[src/rtl/change_dispenser.sv]
`default_nettype none
// ============================================================================
// Module   : change_dispenser
// Brief    : Runs the vend motor and pays change through a 10 tk and a 5 tk
//            hopper for each request from the vending FSM. Define
//            PAYOUT_AUDIT_EN to add a saturating total_paid_tk output.
// Revision : 1.0 - initial release
// ============================================================================
module change_dispenser #(
  parameter int VEND_CYCLES = 8,
  parameter int GAP_CYCLES  = 2,
  parameter int ACK_TIMEOUT = 255
) (
  input  logic        clock,
  input  logic        reset,
  input  logic        req_valid,
  input  logic        purchase,
  input  logic [1:0]  cash_return,
  input  logic        coin_seen,
  input  logic        clear_fault,
  output logic        ready,
  output logic        vend_motor,
  output logic        eject_10,
  output logic        eject_5,
  output logic        done,
  output logic        fault
`ifdef PAYOUT_AUDIT_EN
  ,
  output logic [15:0] total_paid_tk
`endif
);

  localparam int c_CNT_MAX = (VEND_CYCLES > GAP_CYCLES) ? VEND_CYCLES : GAP_CYCLES;
  localparam int c_CNT_W   = $clog2(c_CNT_MAX + 1);
  localparam int c_TMR_W   = $clog2(ACK_TIMEOUT + 1);

  localparam logic [c_CNT_W-1:0] c_VEND_LAST = c_CNT_W'(VEND_CYCLES - 1);
  localparam logic [c_CNT_W-1:0] c_GAP_LAST  = c_CNT_W'(GAP_CYCLES - 1);
  localparam logic [c_TMR_W-1:0] c_TMR_LAST  = c_TMR_W'(ACK_TIMEOUT - 1);

  typedef enum logic [2:0] {
    ST_IDLE    = 3'd0,
    ST_VEND    = 3'd1,
    ST_EJECT10 = 3'd2,
    ST_EJECT5  = 3'd3,
    ST_GAP     = 3'd4,
    ST_DONE    = 3'd5,
    ST_FAULT   = 3'd6
  } state_t;

  state_t             r_state;
  logic [c_CNT_W-1:0] r_cnt;
  logic [c_TMR_W-1:0] r_timer;
  logic               r_need10;
  logic               r_need5;
  logic [5:0]         r_outs;

  // Output word order: {ready, vend_motor, eject_10, eject_5, done, fault}
  function automatic logic [5:0] f_outputs(input state_t s);
    case (s)
      ST_IDLE:    return 6'b100000;
      ST_VEND:    return 6'b010000;
      ST_EJECT10: return 6'b001000;
      ST_EJECT5:  return 6'b000100;
      ST_DONE:    return 6'b000010;
      ST_FAULT:   return 6'b000001;
      default:    return 6'b000000;
    endcase
  endfunction

  assign {ready, vend_motor, eject_10, eject_5, done, fault} = r_outs;

  // Outputs are loaded alongside the next state, so they are a registered
  // decode of the state they belong to. Counters are cleared on every exit
  // so each stage starts from zero.
  always_ff @(posedge clock or negedge reset) begin
    if (!reset) begin
      r_state  <= ST_IDLE;
      r_outs   <= f_outputs(ST_IDLE);
      r_cnt    <= '0;
      r_timer  <= '0;
      r_need10 <= 1'b0;
      r_need5  <= 1'b0;
    end else begin
      case (r_state)
        ST_IDLE: begin
          if (req_valid) begin
            r_need10 <= cash_return[1];
            r_need5  <= cash_return[0];
            r_cnt    <= '0;
            r_timer  <= '0;
            if (purchase) begin
              r_state <= ST_VEND;
              r_outs  <= f_outputs(ST_VEND);
            end else if (cash_return[1]) begin
              r_state <= ST_EJECT10;
              r_outs  <= f_outputs(ST_EJECT10);
            end else if (cash_return[0]) begin
              r_state <= ST_EJECT5;
              r_outs  <= f_outputs(ST_EJECT5);
            end else begin
              r_state <= ST_DONE;
              r_outs  <= f_outputs(ST_DONE);
            end
          end
        end

        ST_VEND: begin
          if (r_cnt == c_VEND_LAST) begin
            r_cnt <= '0;
            if (r_need10) begin
              r_state <= ST_EJECT10;
              r_outs  <= f_outputs(ST_EJECT10);
            end else if (r_need5) begin
              r_state <= ST_EJECT5;
              r_outs  <= f_outputs(ST_EJECT5);
            end else begin
              r_state <= ST_DONE;
              r_outs  <= f_outputs(ST_DONE);
            end
          end else begin
            r_cnt <= r_cnt + 1'b1;
          end
        end

        ST_EJECT10: begin
          // A coin on the final timeout cycle still counts as paid.
          if (coin_seen) begin
            r_timer  <= '0;
            r_need10 <= 1'b0;
            if (r_need5) begin
              r_state <= ST_GAP;
              r_outs  <= f_outputs(ST_GAP);
            end else begin
              r_state <= ST_DONE;
              r_outs  <= f_outputs(ST_DONE);
            end
          end else if (r_timer == c_TMR_LAST) begin
            r_timer <= '0;
            r_state <= ST_FAULT;
            r_outs  <= f_outputs(ST_FAULT);
          end else begin
            r_timer <= r_timer + 1'b1;
          end
        end

        ST_EJECT5: begin
          if (coin_seen) begin
            r_timer <= '0;
            r_need5 <= 1'b0;
            r_state <= ST_DONE;
            r_outs  <= f_outputs(ST_DONE);
          end else if (r_timer == c_TMR_LAST) begin
            r_timer <= '0;
            r_state <= ST_FAULT;
            r_outs  <= f_outputs(ST_FAULT);
          end else begin
            r_timer <= r_timer + 1'b1;
          end
        end

        ST_GAP: begin
          if (r_cnt == c_GAP_LAST) begin
            r_cnt   <= '0;
            r_state <= ST_EJECT5;
            r_outs  <= f_outputs(ST_EJECT5);
          end else begin
            r_cnt <= r_cnt + 1'b1;
          end
        end

        ST_DONE: begin
          r_state <= ST_IDLE;
          r_outs  <= f_outputs(ST_IDLE);
        end

        ST_FAULT: begin
          // Unpaid remainder is dropped when the fault is cleared.
          if (clear_fault) begin
            r_need10 <= 1'b0;
            r_need5  <= 1'b0;
            r_state  <= ST_IDLE;
            r_outs   <= f_outputs(ST_IDLE);
          end
        end

        default: begin
          r_state <= ST_IDLE;
          r_outs  <= f_outputs(ST_IDLE);
        end
      endcase
    end
  end

`ifdef PAYOUT_AUDIT_EN
  logic [15:0] r_total;
  logic [4:0]  w_add;
  logic [16:0] w_sum;

  always_comb begin
    w_add = 5'd0;
    if (coin_seen && (r_state == ST_EJECT10)) begin
      w_add = 5'd10;
    end else if (coin_seen && (r_state == ST_EJECT5)) begin
      w_add = 5'd5;
    end
  end

  assign w_sum = {1'b0, r_total} + {12'd0, w_add};

  // Saturating running total of coins actually paid out.
  always_ff @(posedge clock or negedge reset) begin
    if (!reset) begin
      r_total <= 16'd0;
    end else if (w_add != 5'd0) begin
      r_total <= w_sum[16] ? 16'hFFFF : w_sum[15:0];
    end
  end

  assign total_paid_tk = r_total;
`endif

endmodule
`default_nettype wire
[config.mk]
export PLATFORM = sky130hd
export DESIGN_NAME = change_dispenser
export DESIGN_NICKNAME = d
export VERILOG_FILES = /design/src/rtl/change_dispenser.sv
export SDC_FILE = /design/constraint.sdc
export NUM_CORES = 1
export LEC_CHECK = 0
export BUFFER_PORTS_ARGS = -buffer_cell sky130_fd_sc_hd__buf_4
export CORE_UTILIZATION = 30
export CTS_CLUSTER_SIZE = 28
export DETAILED_ROUTE_END_ITERATION = 16
export GPL_TIMING_DRIVEN = 0
export PLACE_DENSITY = 0.53
export SYNTH_ARGS = -nofsm -noshare
export SYNTH_HDL_FRONTEND = slang
export SYNTH_SLANG_ARGS = --single-unit
[constraint.sdc]
create_clock -name clock -period 2.11 [get_ports clock]
set_input_delay 0.211 -clock clock [delete_from_list [all_inputs] [get_ports clock]]
set_output_delay 0.211 -clock clock [all_outputs]
set_load 0.02 [all_outputs]
[Word level (Yosys, flattened, before mapping)]
Index checks and enable logic that the tools add are counted.
Storage, ports and cells
  register bits after elaboration: 23
  bits of input ports: 8
  output and inout port bits: 6
  word-level logic and storage cells: 75
Cells by class
  add/sub/neg operators: 2
  equal/unequal tests: 14
  multiplexer cells: 42
  reductions and logical operators: 11
Operator list (count)
  2-to-1 mux 3 bit: 14
  2-to-1 mux 6 bit: 7
  case mux 6 bit (6 select lines): 1
  2-to-1 mux 8 bit: 3
  2-to-1 mux 4 bit: 5
  case mux 3 bit (6 select lines): 1
  case mux 8 bit (2 select lines): 1
  != test 2 bit (second input constant): 6
  case mux 4 bit (3 select lines): 1
  AND reduction 4 bit: 3
  nonzero test 3 bit: 3
  adder 8 x 1 -> 8 bit (second input constant): 1
  == test 8 bit (second input constant): 1
  == test 3 x 2 -> 1 bit (second input constant): 2
  == test 3 bit (second input constant): 2
  case mux 1 bit (3 select lines): 2
  2-to-1 mux 1 bit: 5
  2-to-1 mux 5 bit: 1
  adder 4 x 1 -> 4 bit (second input constant): 1
  == test 4 x 1 -> 1 bit (second input constant): 1
  == test 4 x 3 -> 1 bit (second input constant): 1
  AND reduction 2 bit: 2
  == test 3 x 1 -> 1 bit (second input constant): 1
  logical NOT 3 bit: 1
  3 further kinds: 3

[Longest topological paths before layout]
Gate-level depths: netlist of run 1.
  depth after elaboration: 5
  mapped depth: 8
  mapped depth without buffers: 6

[Worst setup path after synthesis of run 1]
OpenSTA, ideal clock, no wires.
  path kind: reg2reg
  start point: register r_state[2]
  end point: register r_outs[3]
  arrival time: 1652 ps
  required time: 1988 ps
  slack: 337 ps
  stages on the path, launching flop included: 8
  path buffers: 3
  period minus slack after synthesis: 1773 ps
  cell sequence: dfrtp_1 -> buf_6 -> or3b_4 -> o32a_1 -> buf_6 -> and2_4 -> buf_6 -> a32o_1
Between the ends
  word-level cells in the longest chain between the ends: 3
  elaborated cells between the ends (all ways): 12
  those cells by class: 9 x eq/ne; 1 x mux; 2 x reduce/logical
RTL lines
  from (decl): RTL line 51  | state_t r_state;
  from (signal assigned): RTL line 78  | r_state <= ST_IDLE;
  from (signal assigned): RTL line 93  | r_state <= ST_VEND;
  from (signal assigned): RTL line 96  | r_state <= ST_EJECT10;
  == test 3 bit (tied with other cells): RTL line 85  | case (r_state)
  != test 2 bit (no line)
  AND reduction 4 bit (no line)
  to (signal assigned): RTL line 94  | r_outs <= f_outputs(ST_VEND);
  to (signal assigned): RTL line 97  | r_outs <= f_outputs(ST_EJECT10);
  to (signal assigned): RTL line 100  | r_outs <= f_outputs(ST_EJECT5);
  to (decl): RTL line 56  | logic [5:0] r_outs;
Parallel ways exist; a longest one is shown, timed or not.
A chain may end at the register's enable or synchronous reset.

[Worst setup path after layout of run 1]
  start point: register r_state[0]
  end point: register r_state[0]
Between the ends
  word-level cells in the longest chain between the ends: 3
  elaborated cells between the ends (all ways): 15
  those cells by class: 9 x eq/ne; 4 x mux; 2 x reduce/logical
RTL lines (RTL line)
  == test 3 bit (tied with other cells): 85
  != test 2 bit (no line) (tied with other cells)
  AND reduction 4 bit (no line) / case mux 3 bit (6 select lines) (equally long branches)
Parallel ways exist; a longest one is shown, timed or not.

==> results of run 1 <==
## worst min-delay path: cells and delay by family
family                 cells  cell delay, ns
buffers and inverters      1            0.09
AO/OA/AOI/OAI              1            0.09
AND/OR/NAND/NOR            1            0.14
## state kept, by name, indices dropped and copies added (netlist names)
register / flops
r_state: 3
r_cnt: 4
r_need5: 1
r_timer: 8
r_need10: 1
r_outs: 6
## power groups by stage
stage	registers (µW)	logic, µW	clock network, µW
after floorplan	716	891	0
after global placement	706	1200	0
after detailed placement	712	1210	0
after CTS	702	1220	301
after global routing	723	1370	311
final	703	1240	291
## cells in the final DEF, fill, tap and decap left out, drive strengths merged, types with 5 or more instances in the layout
| cell | netlist | routed |
|---|---|---|
| nand2 | 10 | 10 |
| nor2 | 11 | 11 |
| o21ai | 15 | 15 |
| a211oi | 5 | 5 |
| nor2b | 5 | 5 |
| inv | 5 | 5 |
| clkbuf | 4 | 7 |
| buf | 4 | 17 |
| a21oi | 8 | 8 |
| dfrtp | 22 | 22 |
| nand3 | 7 | 7 |
## path summary, 6_finish.rpt
path	start	end	slack [ns]	depth (start not counted)
min in group asynchronous	reset	r_cnt[2]	0.37	2
max in group asynchronous	reset	r_outs[5]	1.45	2
worst max-delay path	r_state[0]	r_state[0]	0.18	6
worst max register to register	r_state[0]	r_state[0]	0.18	6
worst min-delay path	clear_fault	r_state[1]	0.31	3
worst min register to register	r_outs[5]	r_outs[5]	0.49	1
## what timing repair did
item / in CTS / in global routing
setup endpoints to repair: 0 / 1
endpoints found under the hold margin: 22 / 0
hold buffers: 1 / 0
setup buffers: 0 / 0
gates resized for setup: 0 / 1
## per-layer routing
layer	routed length [µm]	up-vias	share of wire, %	global-route usage, %
met5	0	-	0	0
met4	59	0	1.6	5.88
met3	86	4	2.4	2.36
met2	1710	22	47	23.1
met1	1770	668	49	19.1
li1	-	640	-	-
## cell type report
class,instances,area [µm²],share of cell area [%]
Inverter,5,18.8,1.09
Clock buffer,3,41.3,2.39
Sequential cell,23,577,33.5
Multi-Input combinational cell,127,838,48.6
Buffer,8,52.6,3.05
Tap cell,67,83.8,4.86
Timing Repair Buffer,14,108,6.24
Clock inverter,1,5.00,0.290
## per-stage QoR
step	area, µm²	util [%]	worst slack (ns)	power, µW	std cells
after floorplan	1480	-	0.337	1610	163
after global placement	1660	35.2	0.238	1900	243
after detailed placement	1660	35.2	0.227	1920	243
after CTS	1720	36.4	0.204	2220	248
after global routing	1720	36.5	0.0142	2400	248
final	1720	36.5	0.181	2240	248
## Yosys cell counts, types with 4 or more instances
cell type   n  area share, %
nor2_1     11            2.8
ha_1        4            3.4
nor2b_1     5            2.1
inv_1       5            1.3
nand2b_1    4            1.7
dfrtp_1    22             37
mux2i_1     4            2.7
a22o_1      4            2.4
a21oi_1     8            2.7
nand2_1    10            2.5
clkbuf_1    4            1.0
o21ai_0    14            4.7
a211oi_1    5            2.5
nand3_1     7            2.4
## logic make-up (layout without fill, tap and decap cells)
| logic type | count (synthesis) | after routing | share of synthesized area, % |
|---|---|---|---|
| XOR/XNOR | 1 | 1 | 0.591 |
| buffers and inverters | 13 | 31 | 4.81 |
| adder cells (fa/ha/maj) | 4 | 4 | 3.38 |
| AND/OR/NAND/NOR | 58 | 58 | 21.6 |
| flip-flops | 23 | 23 | 38.9 |
| AO/OA/AOI/OAI | 57 | 57 | 25.7 |
| multiplexers | 7 | 7 | 4.98 |
==> results.json, run 1 <==
{
  "fill_cells": 488,
  "setup_total_negative_slack_ns": 0,
  "slew_viol_final": 0,
  "p_int_uw": 1250,
  "synth_edf_count": 0,
  "p_comb_share_pct": 55.5,
  "yosys_warnings": 0,
  "crit_arrival_ns": 2.10,
  "finalCritPeriodShare_pct": 91.4,
  "wirelength_mm": 3.62,
  "finClkSkew_ns": 0.00318,
  "cts_max_level": 1,
  "grt_overflow": 0,
  "slowest_stage": "dfrtp_1",
  "switchingPower_uw": 989,
  "hpwl_mm": 2.54,
  "ant_nets": 0,
  "worst_slew_pin_slew_ns": 0.672,
  "io_pins": 14,
  "antenna_found_initial": 0,
  "relSlewSlack_pct": 54.9,
  "swShare_pct": 44.2,
  "wl_per_cell_um": 14.6,
  "yosysUniqueCellTypes": 50,
  "cts_tree": "yes",
  "leakage_uw": 0.000735,
  "grt_pass1_vias": 1242,
  "die_height_um": 72.3,
  "crit_fanout": 10,
  "setup_viol": 0,
  "clock_latency_ns": 0.27,
  "crit_buf_inv": 2,
  "ys_ff_latch": 23,
  "crit_type": "reg2reg",
  "clk_path_buf_depth": 2,
  "synth_seq_area_share_pct": 38.9,
  "place_congestion": 0.831,
  "finalHoldViolCount": 0,
  "nets": 194,
  "synth_ff_type": "dfrtp_1",
  "cp_slowest_stage_delay_ns": 0.45,
  "rows": 25,
  "cpMostUsedCell": "clkbuf_1",
  "drive_gt1_share_pct": 17.1,
  "cts_sinks": 23,
  "synthCells": 163,
  "routed_via_density": 5.38,
  "core_area_mm2": 0.00472,
  "cts-buffers-inserted": 3,
  "worstSetupEndpointType": "register",
  "path_clk_slew_ns": 0.09,
  "die_x_um": 72.3,
  "seqPwrFrac_pct": 31.5,
  "fmax_mhz": 518,
  "rsz0062_at_grt": "false",
  "critPathTopFamily": "buffers and inverters",
  "start_util_pct": 31.4,
  "die_area_mm2": 0.00522,
  "clk_root_buffer_cell": "clkbuf_8",
  "post-route-min-period_ns": 1.93,
  "drt-pass1-iter-count": 4,
  "grt_pass1_wl_mm": 5.80,
  "vias": 1334,
  "clkPwrFrac_pct": 13.0,
  "power-per-cell-area_mw_per_mm2": 1300,
  "syn_nets": 175,
  "maxCapViolCount": 0,
  "holdWs_ns": 0.308,
  "io_buffer_count": 13,
  "syn-mean-instance-area_um2": 9.09,
  "grt_max_degree": 24,
  "async_flop_share_pct": 100,
  "diodes": 0,
  "area_growth_pct": 16.4,
  "grt_usage_pct": 14.3,
  "max-vdd-ir-drop_uv": 557,
  "drc": 0,
  "critical_path_required_ns": 2.28,
  "status": "complete, no violations",
  "cp-start-kind": "register",
  "synthesis.area_mm2": 0.00148,
  "hold_class": "in2reg",
  "cp_cell_sequence": "clkbuf_1 -> clkbuf_1 -> o21ai_0 -> o31ai_1 -> o22ai_1 -> a31o_2",
  "first_iter_violations": 48
}
No activity file was read; power rests on OpenSTA's default activity.
==> run 2: changes to the inputs <==
GPL_ROUTABILITY_DRIVEN = 0   (was default)
clock period = 1.9 ns   (was 2.11 ns; I/O delays follow)
==> run 2 against run 1 <==
Against the previous run: wire length decreased by 0.44%; fmax rose by 4.8%; via count grew 0.75%; sequential power rose by 11%; critical endpoint is now r_outs[3]; largest cell class unchanged; largest power group unchanged.
==> results.json, run 2 (synthesized netlist as in run 1, its figures left out) <==
{
  "wirelength_mm": 3.60,
  "place_ws_ns": 0.0173,
  "final_cells": 250,
  "finalCritPeriodShare_pct": 96.9,
  "worst_slew_pin_slew_ns": 0.655,
  "final_util_pct": 37.1,
  "grt_usage_pct": 14.4,
  "r2r_slack_ns": 0.06,
  "post-route-min-period_ns": 1.84,
  "maxCapViolCount": 0,
  "die_area_mm2": 0.00522,
  "worstSetupEndpointType": "register",
  "rr_worst_depth": 7,
  "leakage_uw": 0.000754,
  "finalHoldViolCount": 0,
  "rsz0062_at_grt": "true",
  "nets": 196,
  "core_area_mm2": 0.00472,
  "final_cell_mix": "22 x dfrtp_1, 15 x buf_4, 14 x o21ai_0",
  "status": "complete, no violations",
  "reg2reg_to": "r_outs[3]",
  "slew_viol_final": 0,
  "clk_path_buf_depth": 2,
  "cts_sinks": 23,
  "rows": 25,
  "wl_per_cell_um": 14.4,
  "start_util_pct": 31.4,
  "path_clk_slew_ns": 0.09,
  "relSlewSlack_pct": 56.0,
  "grt_pass1_vias": 1250,
  "grt_overflow": 0,
  "io_buffer_count": 13,
  "hold_end": "r_state[1]",
  "r2r_start": "r_state[2]",
  "setup_viol": 0,
  "cts_max_level": 1,
  "max-vdd-ir-drop_uv": 616,
  "drt-pass1-iter-count": 4,
  "hold_class": "in2reg",
  "vias": 1344,
  "hpwl_mm": 2.54,
  "cts_tree": "yes",
  "finClkSkew_ns": 0.00257,
  "diodes": 0,
  "dp.cells": 243,
  "setup_ws_ns": 0.0598,
  "setup_total_negative_slack_ns": 0,
  "crit_type": "reg2reg",
  "ant_nets": 0,
  "cp-start-kind": "register",
  "final_common_cell": "dfrtp_1",
  "drc": 0,
  "drive_gt1_share_pct": 21.3,
  "io_pins": 14,
  "power-per-cell-area_mw_per_mm2": 1450,
  "clock_latency_ns": 0.27,
  "grt_max_degree": 24,
  "area_growth_pct": 18.3,
  "crit_arrival_ns": 2.01,
  "hp-start": "clear_fault",
  "routed_via_density": 5.38,
  "first_iter_violations": 39,
  "largest_reg_flops": 8,
  "die_height_um": 72.3,
  "critical_path_required_ns": 2.07,
  "largest_registers": "r_timer (8), r_outs (6), r_cnt (4)",
  "crit_fanout": 10,
  "clk_root_buffer_cell": "clkbuf_8",
  "die_x_um": 72.3,
  "grt_pass1_wl_mm": 5.81,
  "regMostFlops": "r_timer",
  "fmax_mhz": 543,
  "cts-buffers-inserted": 3,
  "antenna_found_initial": 0,
  "hold_path_depth": 3
}
## run 2: cell types whose count changed in the layout (fill, tap and decap cells not counted), sizes merged
cell,change
clkbuf,+1
buf,+1
## run 2: cell type report
cell class                 count  area, µm²
clock buffer                   3       41.3
buffer                         8       56.3
tap                           67       83.8
clock inverter                 1       5.00
sequential                    23        577
inverter                       5       18.8
multi-input combinational    127        848
timing repair buffer          16        123
fill                         483       2970
## run 2: metal layers
layer	track usage [%]	routed length [µm]	vias up
li1	-	-	643
met1	19.0	1750	670
met2	22.8	1690	25
met3	2.64	104	6
met4	6.32	58	0
met5	0	0	-
## run 2: where the power goes
part,leakage (µW),switching (µW),internal (µW)
Clock,0.0000255,177,147
Combinational,0.000426,776,658
Sequential,0.000303,151,630
Total,0.000754,1100,1430
## run 2: worst max-delay path: stages (launching register included)
cell     delay, ns
dfrtp_1       0.38
buf_6         0.14
or3b_4        0.40
o32a_1        0.19
buf_6         0.14
and2_4        0.13
buf_6         0.12
a32o_1        0.24
## run 2: timing repair
| action | CTS | global route |
|---|---|---|
| gates resized for setup | 1 | 7 |
| setup endpoints to repair | 1 | 12 |
| hold endpoints to repair | 22 | 0 |
| pin swaps | 0 | 1 |
| buffers inserted | 0 | 2 |
| gates cloned | 0 | 0 |
| hold buffers | 1 | 0 |
## run 2: worst max path at each step
stage | from | endpoint | slack [ns] | cells past startpoint
final | r_state[2] | r_outs[3] | 0.06 | 7
after global routing | r_state[1] | r_timer[4] | -0.002 | 4
after CTS | r_timer[0] | r_outs[2] | 0.006 | 6
after detailed placement | r_state[0] | r_state[0] | 0.02 | 6
after global placement | r_state[1] | r_cnt[3] | 0.03 | 5
after floorplan | r_state[2] | r_outs[3] | 0.13 | 7
## run 2: stage by stage
| stage | power, µW | hold WS (ns) | area, µm² |
|---|---|---|---|
| after global routing | 2740 | 0.285 | 1750 |
| after CTS | 2470 | 0.271 | 1720 |
| after floorplan | 1780 | -0.106 | 1480 |
| after detailed placement | 2140 | 0.116 | 1660 |
| final | 2540 | 0.277 | 1750 |
| after global placement | 2110 | 0.109 | 1660 |
